### src/rtl/sar5_rx.sv
// rtl/sar5_rx.sv - SAR 5-bit serial frame receiver with optional 4-word running sum.
// SAR5_RX_AVG_EN compiles in the word history driving avg; otherwise avg is tied to 0.
module sar5_rx (
  input  logic       clk,
  input  logic       resetn,
  input  logic       sar_serial,
  input  logic       start_ready,
  input  logic       err_clr,
  output logic [4:0] data,
  output logic       data_valid,
  output logic       busy,
  output logic       frame_err,
  output logic [7:0] frame_cnt,
  output logic [6:0] avg
);

  typedef enum logic {IDLE, SHIFT} state_t;

  state_t     state, state_nxt;
  logic [2:0] bit_cnt, bit_cnt_nxt;
  logic [4:0] shreg, shreg_nxt;
  logic       abort, done;

  always_comb begin
    state_nxt   = state;
    bit_cnt_nxt = bit_cnt;
    shreg_nxt   = shreg;
    abort       = 1'b0;
    done        = 1'b0;
    case (state)
      IDLE: begin
        if (start_ready) begin
          state_nxt   = SHIFT;
          bit_cnt_nxt = 3'd4;
        end
      end
      SHIFT: begin
        // A start on the b0 edge is a back-to-back frame, not an abort.
        if (start_ready && (bit_cnt != 3'd0)) begin
          abort       = 1'b1;
          bit_cnt_nxt = 3'd4;
        end else begin
          shreg_nxt = (shreg << 1) | {4'b0000, sar_serial};
          if (bit_cnt == 3'd0) begin
            done        = 1'b1;
            bit_cnt_nxt = 3'd4;
            state_nxt   = start_ready ? SHIFT : IDLE;
          end else begin
            bit_cnt_nxt = bit_cnt - 3'd1;
          end
        end
      end
      default: begin
        state_nxt   = IDLE;
        bit_cnt_nxt = 3'd4;
      end
    endcase
  end

  always_ff @(posedge clk or negedge resetn) begin
    if (!resetn) begin
      state      <= IDLE;
      bit_cnt    <= 3'd4;
      shreg      <= 5'd0;
      data       <= 5'd0;
      data_valid <= 1'b0;
      busy       <= 1'b0;
      frame_err  <= 1'b0;
      frame_cnt  <= 8'd0;
    end else begin
      state      <= state_nxt;
      bit_cnt    <= bit_cnt_nxt;
      shreg      <= shreg_nxt;
      data_valid <= done;
      busy       <= (state_nxt == SHIFT);
      if (done) begin
        data      <= shreg_nxt;
        frame_cnt <= frame_cnt + 8'd1;
      end
      if (abort)
        frame_err <= 1'b1;
      else if (err_clr)
        frame_err <= 1'b0;
    end
  end

`ifdef SAR5_RX_AVG_EN
  logic [4:0] hist [4];

  // Running sum: add the incoming word, drop the one leaving the window.
  always_ff @(posedge clk or negedge resetn) begin
    if (!resetn) begin
      for (int i = 0; i < 4; i++) hist[i] <= 5'd0;
      avg <= 7'd0;
    end else if (done) begin
      hist[0] <= shreg_nxt;
      for (int i = 1; i < 4; i++) hist[i] <= hist[i-1];
      avg <= avg + {2'b00, shreg_nxt} - {2'b00, hist[3]};
    end
  end
`else
  assign avg = 7'd0;
`endif

endmodule

### config.mk
export PLATFORM = sky130hd
export DESIGN_NAME = sar5_rx
export DESIGN_NICKNAME = d
export VERILOG_FILES = /design/src/rtl/sar5_rx.sv
export SDC_FILE = /design/constraint.sdc
export NUM_CORES = 1
export LEC_CHECK = 0
export CORE_MARGIN = 3
export CORE_UTILIZATION = 30
export CTS_CLUSTER_SIZE = 25
export DETAILED_ROUTE_END_ITERATION = 10
export SLEW_MARGIN = 20
export SYNTH_ARGS = -nofsm -noshare
export SYNTH_HDL_FRONTEND = slang
export SYNTH_SLANG_ARGS = --single-unit
### constraint.sdc
create_clock -name clk -period 4.1 [get_ports clk]
set_input_delay 1.23 -clock clk [delete_from_list [all_inputs] [get_ports clk]]
set_output_delay 1.23 -clock clk [all_outputs]
set_load 0.01 [all_outputs]
Word-level counts from Yosys, hierarchy flattened. Cells that the tools add are included. Widths: inputs -> output; s select.

Bits in registers: 24. Bits in latches: 0. Memory bits (writable): 0. ROM bits: 0. Input port bits: 5. Output and inout port bits: 23. Word-level logic and storage cells: 33. Memories kept: 0.

Add/subtract/negate cells: 2. Multiply operators: 0. Divide/modulo/power cells: 0. $lt $le $gt $ge: 0. Eq/ne operators: 1. Shift operators: 0. Mux-type cells: 17. Bitwise logic cells: 2. Reductions and logical operators: 4.

Operators with widths (number): $mux 1 (10); $mux 5 (2); $mux 3 (3); $add 8x1->8 const B (1); $pmux 3 s2 (1); $or 5x1->5 (1); $logic_not 3->1 (1); $reduce_bool 3->1 (1); $sub 3x1->3 const B (1); $ne 2x2->1 const B (1); $pmux 1 s2 (1); $reduce_bool 2->1 (1); $logic_and 1x1->1 (1); $not 1->1 (1).

Longest topological paths before layout.
Depth in word-level cells: 5. Mapped depth: 4. Mapped depth without buffers: 4.

Least setup slack after synthesis. OpenSTA, ideal clock, no wires.

Kind: in2reg. From: input port start_ready. To: register shreg[0]. Library setup time: 0.125 ns. Arrival time: 1.897 ns. Data required time: 3.975 ns. Slack: 2.078 ns. Stages: 3. Path buffers: 0. Cell sequence: inv_1 o21ai_1 mux2_2.

Cells in the longest elaborated chain, start to end: 3.

RTL lines: start, declared (line 7) `input logic start_ready,`; $logic_and 1x1->1 (line 39) `if (start_ready && (bit_cnt != 3'd0)) begin`; $mux 5 (line 39); $mux 5 (line 30) `case (state)`; net shreg_nxt[0] (line 21) `logic [4:0] shreg, shreg_nxt;`; end signal, assigned (line 73) `shreg <= shreg_nxt;`; end, declared (line 21).

The timed path passes the listed nets, and every way through them passes these cells. A chain may end at the register's enable or synchronous reset.

==> results.toml <==
[clocking]
insertion_delay_ns = 0.30
cts-root-buf = "clkbuf_4"
numCtsBuffers = 3
postCtsHoldBufs = 0
cts_tree = "built"
path_clk_slew_ns = 0.12
postCtsSetupRepairBufs = 0
post_cts_resized = 0
clockBufferDepth = 2
htree_num_levels = 1
clkSinkCount = 23

[sta]
finClkSkew_ns = 0.005740
finalSetupTns_ns = 0
rsz0062_at_grt = "false"
timing.fmax_mhz = 388.2
slew_viol_final = 0
setup_viol = 0
finalHoldViolations = 0
final.min_clock_period_ns = 2.576
worst_pin_slew_ns = 0.5052
setup_slack_ns = 1.524
period_share_pct = 62.84
maxSlewHeadroom_pct = 66.32

[floorplan]
core-area_um2 = 3128
die_area_um2 = 4088
die-width_um = 63.94
fp.dieH_um = 63.94
fp-row-count = 20
ios = 28
initial_core_util_pct = 32.20

[place]
portBuffers = 20
detailedPlace.worstSlack_ns = 1.440
place_hpwl_mm = 1.299
gp_congestion = 0.8323
placed_cell_area_um2 = 1221

[global_routing]
grt_usage_pct = 9.769
grt_pass1_wl_mm = 3.180
grt_util_met3_pct = 3.163
grt_pass1_vias = 697
grt_max_degree = 24
busiest_layer = "met2"
grtUsageMet2_pct = 16.90
grt_remaining_overflow = 0
antenna_found_initial = 0
grtUsageMet1_pct = 11.96

[synth]
syn_avg_cell_area_um2 = 11.32
ys_ff_latch = 23
synth-seq-area-share_pct = 57.27
yosys_warnings = 0
netlist_instances = 89
synth_area_um2 = 1007
yosysUniqueCellTypes = 26

[worst_setup_path]
arrival_ns = 1.35
path_delay_family = "buffers and inverters"
setup.worst_path.class = "reg -> out"
r2r-start = "bit_cnt[1]"
reg2reg_depth = 4
crit_chain = "clkdlybuf4s50_1"
cp-startpoint = "state"
crit_buf_inv = 1
path_max_fanout = 7
endpoint = "busy"
crit_cells = 1
rrSetupSlack_ns = 2.40
crit_required_ns = 2.87
slowest_stage = "clkdlybuf4s50_1"
rr_endpoint = "frame_cnt[4]"
cp-start-kind = "register"
cp_slowest_stage_delay_ns = 0.58
critPathCaptureType = "output port"

[route]
wl_per_cell_um = 11.30
drc = 0
wl_mm = 1.751
dr.pass1.iters = 4
avgViaCountPerCell = 4.148
num_vias = 643
drtAntennaViolNets = 0
drtIter0Drc = 25

[layout]
syn2layout_area_growth_pct = 23.35
drive_gt1_share_pct = 11.71
nets = 118
stdcell_area_um2 = 1242
antenna_cells = 0

[pwr]
p_per_area_nw_per_um2 = 689.9
totalPowerFinal_mw = 0.8571
ir_drop_v = 0.0003506
p_leak_nw = 0.5957

[outcome]
outcome = "finished clean"

[job]
max-cap-violations = 0

[hold_path]
hold_class = "reg -> reg"
==> registers in the layout, summed over array words and instances (netlist names) <==
register / flops
bit_cnt: 3
data: 5
data_valid: 1
frame_cnt: 8
frame_err: 1
shreg: 4
state: 1
==> report_power, final <==
part / switching, mW / internal [mW]
clock: 0.0650 / 0.0379
combinational: 0.162 / 0.192
sequential: 0.0787 / 0.321
total: 0.306 / 0.551
==> kinds of logic (layout without fill, tap and decap cells) <==
group | after synthesis | count (layout) | share of synthesized area (%)
and+or+nand+nor | 36 | 36 | 19.13
buffers and inverters | 11 | 27 | 7.453
DFF | 23 | 23 | 57.27
muxes | 5 | 5 | 5.590
AOI/OAI and AO/OA | 5 | 5 | 2.856
other | 1 | 7 | 0.3723
adders and majority gates | 1 | 1 | 1.242
xor gates and xnor gates | 7 | 7 | 6.087
==> cell type report <==
type	count	area, um2
clock buffer	4	26.28
inverter	3	11.26
timing repair buffer	20	195.2
fill	319	1886
tap	44	55.05
sequential	23	576.8
multi-input combinational	61	377.9
==> stage by stage <==
stage	hold slack [ns]	std cells	utilization (%)
floorplan	0.4331	95	-
global placement	0.4609	151	39.04
detailed placement	0.4608	151	39.04
CTS	0.4881	155	39.88
global route	0.5068	155	39.72
finish	0.4801	155	39.72
==> layer usage <==
layer / share of wire (%) / up-vias
met4: 0 / 0
met5: 0 / -
li1: - / 321
met3: 5.3 / 0
met2: 52 / 18
met1: 43 / 304
==> synthesized netlist by cell type <==
master    count  area share, %
dfstp_2       1            2.6
dfrtp_1      22             55
nand3_1       3            1.5
clkinv_1      1           0.37
o22ai_1       1           0.62
ha_1          1            1.2
nor3_4        1            1.6
mux2_2        5            5.6
inv_1         2           0.75
nor2_1        3            1.1
o31ai_1       1           0.75
nor4_4        1            2.1
nor3_1        2           0.99
or4b_4        1            1.4
nand2_1      22            8.2
nand4_1       1           0.62
xor2_1        4            3.5
buf_6         1            1.1
xnor2_1       3            2.6
conb_1        1           0.37
a21oi_1       1           0.50
o21ai_1       1           0.50
buf_4         7            5.2
o21ai_0       1           0.50
nor4bb_1      1           0.99
nand2b_1      1           0.62
==> worst min path at each step <==
stage,startpoint,end,slack (ns),depth (start not counted)
after floorplan,shreg[3],data[4],0.43,2
after global placement,data[1],data[1],0.46,2
after detailed placement,shreg[3],data[4],0.46,2
after CTS,shreg[3],data[4],0.49,2
after global routing,frame_cnt[7],frame_cnt[7],0.51,1
final,shreg[3],data[4],0.48,2
==> cells in the final DEF (no fill, tap or decap) <==
master	instances
nand3_1	3
nand4_1	1
nor3_1	2
ha_1	1
xnor2_1	3
nor4bb_1	1
o21ai_0	1
dfrtp_1	22
mux2_2	5
o22ai_1	1
a21oi_1	1
clkbuf_4	3
nand2_1	22
dfstp_2	1
clkinv_1	1
buf_2	1
clkdlybuf4s50_1	19
nor4_4	1
nor2_1	3
nand2b_1	1
or4b_4	1
nor3_4	1
conb_1	7
o21ai_1	1
inv_1	2
clkbuf_1	1
xor2_1	4
o31ai_1	1
Note: power is estimated with default switching activity, not from simulation.
